===== src/rtl/uart_receiver.sv =====
// UART receive stage: 16x oversampled, mid-bit sampling, LSB-first shift-in.
// Presents each byte with a one-cycle rx_done strobe and a stop-bit framing flag.
module uart_receiver #(
  parameter int DBITS   = 8,
  parameter int SB_TICK = 16
) (
  input  logic             clk_100MHz,
  input  logic             reset,
  input  logic             rx,
  input  logic             sample_tick,
  output logic [DBITS-1:0] data_out,
  output logic             rx_done,
  output logic             frame_err,
  output logic [1:0]       state_out
);

  // state | meaning
  // IDLE  | line idle, waiting for rx_sync to fall
  // START | counting to mid start bit, rejecting glitches
  // DATA  | sampling DBITS data bits at mid-bit
  // STOP  | waiting SB_TICK ticks, then checking stop bit and presenting byte
  typedef enum logic [1:0] {
    IDLE  = 2'b00,
    START = 2'b01,
    DATA  = 2'b10,
    STOP  = 2'b11
  } state_t;

  localparam int TW = (SB_TICK > 16) ? $clog2(SB_TICK) : 4;
  localparam int BW = (DBITS > 1) ? $clog2(DBITS) : 1;

  localparam logic [TW-1:0] TICK_MID  = TW'(7);
  localparam logic [TW-1:0] TICK_LAST = TW'(15);
  localparam logic [TW-1:0] TICK_STOP = TW'(SB_TICK - 1);
  localparam logic [BW-1:0] BIT_LAST  = BW'(DBITS - 1);

  logic             rx_s1;
  logic             rx_sync;
  state_t           state, state_next;
  logic [TW-1:0]    tick_cnt, tick_next;
  logic [BW-1:0]    bit_cnt, bit_next;
  logic [DBITS-1:0] shift_reg, shift_next;
  logic [DBITS-1:0] data_next;
  logic             err_next;
  logic             done_next;

  always_ff @(posedge clk_100MHz or posedge reset) begin
    if (reset) begin
      rx_s1   <= 1'b1;
      rx_sync <= 1'b1;
    end else begin
      rx_s1   <= rx;
      rx_sync <= rx_s1;
    end
  end

  always_ff @(posedge clk_100MHz or posedge reset) begin
    if (reset) begin
      state     <= IDLE;
      tick_cnt  <= '0;
      bit_cnt   <= '0;
      shift_reg <= '0;
      data_out  <= '0;
      frame_err <= 1'b0;
      rx_done   <= 1'b0;
    end else begin
      state     <= state_next;
      tick_cnt  <= tick_next;
      bit_cnt   <= bit_next;
      shift_reg <= shift_next;
      data_out  <= data_next;
      frame_err <= err_next;
      rx_done   <= done_next;
    end
  end

  always_comb begin
    state_next = state;
    tick_next  = tick_cnt;
    bit_next   = bit_cnt;
    shift_next = shift_reg;
    data_next  = data_out;
    err_next   = frame_err;
    done_next  = 1'b0;
    case (state)
      IDLE: begin
        if (!rx_sync) begin
          state_next = START;
          tick_next  = '0;
        end
      end
      START: begin
        if (sample_tick) begin
          if (tick_cnt == TICK_MID) begin
            if (!rx_sync) begin
              state_next = DATA;
              tick_next  = '0;
              bit_next   = '0;
            end else begin
              state_next = IDLE;
            end
          end else begin
            tick_next = tick_cnt + TW'(1);
          end
        end
      end
      DATA: begin
        if (sample_tick) begin
          if (tick_cnt == TICK_LAST) begin
            tick_next  = '0;
            shift_next = {rx_sync, shift_reg[DBITS-1:1]};
            if (bit_cnt == BIT_LAST) state_next = STOP;
            else                     bit_next   = bit_cnt + BW'(1);
          end else begin
            tick_next = tick_cnt + TW'(1);
          end
        end
      end
      STOP: begin
        // Leaving mid-stop-bit lets a back-to-back start bit be caught a clock later.
        if (sample_tick) begin
          if (tick_cnt == TICK_STOP) begin
            data_next  = shift_reg;
            err_next   = ~rx_sync;
            done_next  = 1'b1;
            state_next = IDLE;
          end else begin
            tick_next = tick_cnt + TW'(1);
          end
        end
      end
      default: state_next = IDLE;
    endcase
  end

  assign state_out = state;

endmodule


===== config.mk =====
export PLATFORM = sky130hd
export DESIGN_NAME = uart_receiver
export DESIGN_NICKNAME = d
export VERILOG_FILES = /design/src/rtl/uart_receiver.sv
export SDC_FILE = /design/constraint.sdc
export NUM_CORES = 1
export LEC_CHECK = 0
export ABC_AREA = 0
export CORE_ASPECT_RATIO = 0.75
export CORE_UTILIZATION = 26
export DETAILED_ROUTE_END_ITERATION = 8
export HOLD_SLACK_MARGIN = 0.1
export PLACE_DENSITY = 0.42
export SETUP_SLACK_MARGIN = 0.02
export SYNTH_ARGS = -nofsm -noshare
export SYNTH_HDL_FRONTEND = slang
export SYNTH_SLANG_ARGS = --single-unit

===== constraint.sdc =====
create_clock -name clk_100MHz -period 3.1 [get_ports clk_100MHz]
set_input_delay 0.31 -clock clk_100MHz [delete_from_list [all_inputs] [get_ports clk_100MHz]]
set_output_delay 0.31 -clock clk_100MHz [all_outputs]
set_load 0.005 [all_outputs]

==> flow_metrics.tcl, run 1 <==
set metrics [dict create \
    cts.hold.buffers_added 0 \
    run_status "finished clean" \
    yosys.cell_types.count 30 \
    yosysTopAreaCell "sky130_fd_sc_hd__dfrtp_1" \
    comb_power_share_pct 23.9 \
    power.ir.vdd_worst_mv 0.1909 \
    drtPass1Iterations 4 \
    global_route_wire_length_before_repair_microns 4181 \
    p_int_mw 0.7151 \
    routed_wl_microns 2362 \
    synth_nets 103 \
    cts_post_setup_buffers_inserted 0 \
    cp_data_arrival_time_ns 2.11 \
    worst_clock_skew_ns 0.004428 \
    gp_congestion 0.7516 \
    core_area_sq_mm 0.004598 \
    cts.path.max_buffers 2 \
    critical_path.max_fanout 4 \
    most-common-layout-cells "sky130_fd_sc_hd__dfrtp_1 (27), sky130_fd_sc_hd__mux2_2 (19), sky130_fd_sc_hd__clkdlybuf4s50_1 (15), sky130_fd_sc_hd__clkbuf_8 (5)" \
    finalHoldWorstSlack_ns 0.3564 \
    post_layout_nonfiller_instances 174 \
    via_total_after_detailed_routing 805 \
    path_class "flop to flop" \
    ant_nets 0 \
    layout_min_cycle_time_ns 1.955 \
    final_hold_viol_count 0 \
    dr.first_iter.drc_count 32 \
    antenna_found_initial 0 \
    detailedPlacementHpwl_microns 1634 \
    ys_top_cells_by_area "sky130_fd_sc_hd__dfrtp_1 (53%), sky130_fd_sc_hd__mux2_2 (17%), sky130_fd_sc_hd__dfstp_2 (4.1%)" \
    num_antenna_cells 0 \
    drc 0 \
    die_h_microns 62.86 \
    clock_power_share_pct 28.5 \
    synth_cells 96 \
    fill_cells 460 \
    syn_to_final_growth_pct 23.00 \
    post_synth_instance_area_sq_mm 0.001284 \
    layout_commonest_cell "sky130_fd_sc_hd__dfrtp_1" \
    cts.sink_count 29 \
    preCtsSetupSlack_ns 1.038 \
    worst_slew_margin_rel_pct 71.85 \
    power_switching_share_pct 32.33 \
    critical_path.startpoint_type "flop" \
    drt-vias-per-instance 4.626 \
    wl_per_cell_microns 13.57 \
    synth-warning-count 0 \
    clk_tree_root_cell "sky130_fd_sc_hd__clkbuf_8" \
    numCtsBuffers 5 \
    die-area_sq_mm 0.005225 \
    port_buffers 15 \
    cp-startpoint "bit_cnt[0]" \
    grt.total_usage_pct 10.49 \
    beginning_of_the_worst_hold_path "rx_s1" \
    pwr_density_cell_mw_per_mm2 669.3 \
    layout.nets 123 \
    cap_viol_max_count 0 \
    synth_top_cell_area_share_pct 52.63 \
    power.net_switching_mw 0.3417 \
    core.rowCount 21 \
    number_of_storage_elements_in_the_synthesis_netlist 29 \
    final.setup.tns_ns 0 \
    synthesis.area_per_instance_sq_um 13.37 \
    drive_above_1_share_pct 29.06 \
    htreeDepth 2 \
    synth.yosys.seq_area_share_pct 56.73 \
    reg2reg_setup_slack_ns 1.15 \
    max_freq_ghz 0.5116 \
    worst-slew-pin-transition_ns 0.4223 \
    final_report_max_slew_violation_count 0 \
    grt_max_degree 30 \
    setup_ws_ns 1.145 \
    floorplan.die.width_microns 83.14 \
    timing.hold.worst.class "flop to flop" \
    worst_setup_hold_path_clk_slew_ns 0.06 \
    fin_crit_sh_pct 63.05 \
    reg2reg_from "bit_cnt[0]" \
    clkLatencyLatePin_ns 0.27 \
    placed_cells 166 \
    worstPathRequired_ns 3.26 \
    initial_core_util_pct 27.92 \
    seq_power_share_pct 47.6 \
    leakagePower_nw 0.7288 \
    cts_tree "built" \
    report.final.setup_viol 0 \
    post_cts_resized 0 \
    grt_setup_unrepaired "false" \
    number_of_i_o_pins 16 \
    worst_setup_path_end_kind "flop" \
    first_global_vias 842 \
    grt_remaining_overflow 0 \
]
## layout make-up
type	instances	area (sq um)	share of cell area (%)
flip-flops and latches	29	728.2	46.12
multi-input cells	60	520.5	32.96
repair buffers	16	157.7	9.984
well taps	57	71.32	4.517
clock buffers	5	68.82	4.358
clock inverters	3	17.52	1.109
inverters	4	15.01	0.9509
## critical path, stage by stage (launching register included)
cell                       delay (ns)
sky130_fd_sc_hd__dfrtp_1         0.39
sky130_fd_sc_hd__ha_1            0.20
sky130_fd_sc_hd__ha_1            0.20
sky130_fd_sc_hd__and4bb_2        0.30
sky130_fd_sc_hd__nor2b_1         0.25
sky130_fd_sc_hd__o21ai_0         0.20
sky130_fd_sc_hd__mux2_2          0.30
## per-stage QoR
step	utilization, %	instance area [sq um]	power [mW]
after floorplan	-	1284	0.6937
after global placement	32.46	1493	0.7614
after detailed placement	32.46	1493	0.7649
after CTS	34.34	1579	1.075
after global routing	34.34	1579	1.138
final	34.34	1579	1.057
## power groups by stage
stage / Clock [mW] / Combinational (mW) / Sequential [mW]
2_1_floorplan: 0 / 0.232 / 0.461
3_3_place_gp: 0 / 0.252 / 0.509
3_5_place_dp: 0 / 0.255 / 0.510
4_1_cts: 0.316 / 0.256 / 0.504
5_1_grt: 0.336 / 0.285 / 0.517
6_report: 0.301 / 0.253 / 0.503
## worst paths after layout
| check | to | cells past startpoint |
|---|---|---|
| setup / recovery | bit_cnt[0] | 6 |
| hold / removal | rx_sync | 0 |
| setup reg to reg | bit_cnt[0] | 6 |
| hold reg to reg | rx_sync | 0 |
| max in group asynchronous | rx_s1 | 3 |
| min in group asynchronous | data_out[3] | 3 |
## metal layers
metal  track usage [%]  vias to the layer above  part of all wire [%]
met5                 0                        -                     0
met4             4.526                        0                   1.4
met3             3.963                        4                   3.8
met2             16.19                       14                    46
met1             13.13                      394                    49
li1                  -                      393                     -
## synth_stat cells, drive strengths merged
cell type / count
a221oi: 1
a211o: 1
a31oi: 4
nor3: 2
a41o: 1
xnor2: 1
nor4: 1
mux2: 19
nor2: 4
and3: 2
a221o: 1
nand2: 3
inv: 4
dfstp: 2
a31o: 1
nand3: 4
and2: 1
o21ai: 2
dfrtp: 27
and4bb: 1
nor3b: 1
buf: 3
a311o: 1
o21bai: 1
a22o: 3
ha: 3
nor2b: 2
## cells by family after synthesis
family	after synthesis	synth area share, %
buf+inv	7	2.728
fa+ha+maj	3	2.924
xor+xnor	1	0.6824
compound gates	16	9.747
flops	29	56.73
mux	19	16.67
simple gates	21	10.53
No activity file was read; power rests on OpenSTA's default activity.
==> run 2: changes to the inputs <==
==> constraint.sdc (replaced) <==
create_clock -name clk_100MHz -period 1.85 [get_ports clk_100MHz]
set_input_delay 0.185 -clock clk_100MHz [delete_from_list [all_inputs] [get_ports clk_100MHz]]
set_output_delay 0.185 -clock clk_100MHz [all_outputs]
set_load 0.005 [all_outputs]
==> run 2 against run 1 <==
Against the previous run:
- final area is 9.6% higher
- worst setup slack worse by 1.1 ns
- worst hold slack worse by 0.075 ns
- register-to-register slack worse by 1.1 ns
- core utilization is 3.3 points higher
- largest cell class unchanged
- non-clock buffer count is 11 higher
- sequential share of layout area is 4.0 points lower
- wire length is 3.0% higher
- power is 110% higher
- via count is 2.9% higher
- critical path type unchanged
==> flow_metrics.tcl, run 2 (synthesis results as in run 1) <==
set metrics [dict create \
    gr-usage-met3_pct 4.888 \
    slowest_stage "sky130_fd_sc_hd__dfrtp_1" \
    die-area_sq_mm 0.005225 \
    cp_data_arrival_time_ns 1.94 \
    finalPower_mw 2.168 \
    worst-slew-pin-transition_ns 0.3600 \
    path_class "flop to flop" \
    syn_to_final_growth_pct 34.80 \
    leakagePower_nw 0.8101 \
    worst_slew_margin_rel_pct 76.00 \
    use_met2_pct 14.65 \
    pwr_density_cell_mw_per_mm2 1253 \
    fill_cells 437 \
    num_antenna_cells 0 \
    clk_tree_root_cell "sky130_fd_sc_hd__clkbuf_8" \
    cpLargestDelayFamily "compound AO/OA/AOI/OAI gates" \
    preCtsSetupSlack_ns 0.03371 \
    seqCellArea_sq_um 728.2 \
    run_status "finished clean" \
    cap_viol_max_count 0 \
    antenna_found_initial 0 \
    numCtsBuffers 5 \
    worstPathCellList "ha_2, and2_4, a31o_1, a221o_1, mux2_2" \
    placed_cells 175 \
    cts.hold.buffers_added 0 \
    number_of_i_o_pins 16 \
    wl_per_cell_microns 13.15 \
    htreeDepth 2 \
    port_buffers 15 \
    drt-vias-per-instance 4.476 \
    layout.nets 134 \
    worst_clock_skew_ns 0.005263 \
    timing.hold.worst.class "input port to async pin" \
    reg2reg_setup_slack_ns 0.07 \
    ant_nets 0 \
    global_route_wire_length_before_repair_microns 4202 \
    routed_wl_microns 2433 \
    floorplan.die.width_microns 83.14 \
    detailedPlacementHpwl_microns 1715 \
    cts_tree "built" \
    report.final.setup_viol 0 \
    most-common-layout-cells "sky130_fd_sc_hd__dfrtp_1 (27), sky130_fd_sc_hd__mux2_2 (19), sky130_fd_sc_hd__clkdlybuf4s50_1 (15), sky130_fd_sc_hd__buf_4 (11), sky130_fd_sc_hd__clkbuf_8 (5)" \
    die_h_microns 62.86 \
    critPathMaxStageDelay_ns 0.40 \
    cts.sink_count 29 \
    layout_commonest_cell "sky130_fd_sc_hd__dfrtp_1" \
    grt_use_met1_pct 14.04 \
    critical_path.max_fanout 4 \
    r2r.worst_path.cells 5 \
    fin_crit_sh_pct 96.19 \
    grt.total_usage_pct 10.49 \
    worstPathRequired_ns 2.01 \
    critical_path.startpoint_type "flop" \
    setup_ws_ns 0.07047 \
    total_buffers_and_inverters_traversed_by_the_critical_path 0 \
    finalHoldWorstSlack_ns 0.2810 \
    crit-reg2reg-capture "tick_cnt[0]" \
    drc 0 \
    global_route.peak_usage_layer "met2" \
    gp_congestion 0.7230 \
    first_global_vias 857 \
    clkLatencyLatePin_ns 0.28 \
    final_report_max_slew_violation_count 0 \
    dr.first_iter.drc_count 19 \
    core_area_sq_mm 0.004598 \
    via_total_after_detailed_routing 828 \
    final_hold_viol_count 0 \
    power.ir.vdd_worst_mv 0.7340 \
    worst_setup_path_end_kind "flop" \
    grt_max_degree 30 \
    layout_min_cycle_time_ns 1.780 \
    drtPass1Iterations 4 \
    final.setup.tns_ns 0 \
    max_freq_ghz 0.5619 \
    cts.path.max_buffers 2 \
    grt_setup_unrepaired "false" \
    multi_input_area_sq_um 529.3 \
    initial_core_util_pct 27.92 \
    worst_setup_hold_path_clk_slew_ns 0.06 \
    post_layout_nonfiller_instances 185 \
    core.rowCount 21 \
    reg2reg_from "tick_cnt[1]" \
    grt_remaining_overflow 0 \
    drive_above_1_share_pct 37.50 \
]
## run 2: final cells by class
type	count	area share, %
Sequential cell	29	42.08
Clock buffer	5	3.977
Inverter	4	0.8677
Clock inverter	3	3.760
Timing Repair Buffer	27	14.61
Multi-Input combinational cell	60	30.59
Tap cell	57	4.121
## run 2: timing repair
| action | 4_1_cts | 5_1_grt |
|---|---|---|
| setup endpoints to repair | 0 | 14 |
| buffers inserted | 0 | 2 |
| resized for setup | 0 | 5 |
## run 2: tightest hold or removal path, cell delays in order
cell	delay (ns)
sky130_fd_sc_hd__clkdlybuf4s50_1	0.40
sky130_fd_sc_hd__inv_1	0.05
sky130_fd_sc_hd__buf_4	0.33
## run 2: power by group
part	internal (mW)	switching (mW)
sequential	0.713	0.0975
combinational	0.326	0.261
clock	0.535	0.235
## run 2: how the worst max path moves through the flow
stage,startpoint,end,slack [ns],depth (start not counted)
2_1_floorplan,tick_cnt[0],tick_cnt[2],0.07,5
3_3_place_gp,bit_cnt[0],bit_cnt[0],0.06,6
3_5_place_dp,bit_cnt[0],bit_cnt[0],0.03,6
4_1_cts,bit_cnt[0],bit_cnt[0],0.03,6
5_1_grt,tick_cnt[1],tick_cnt[0],0.02,5
6_report,tick_cnt[1],tick_cnt[0],0.07,5
## run 2: routing by layer
layer | routed length [microns] | vias to the layer above
li1 | - | 414
met1 | 1263 | 398
met2 | 1043 | 14
met3 | 108 | 2
met4 | 18 | 0
met5 | 0 | -
## run 2: through the flow
stage	util, %	area [sq um]
global placement	34.20	1573
floorplan	-	1284
CTS	37.12	1707
global route	37.63	1730
finish	37.63	1730
detailed placement	34.20	1573
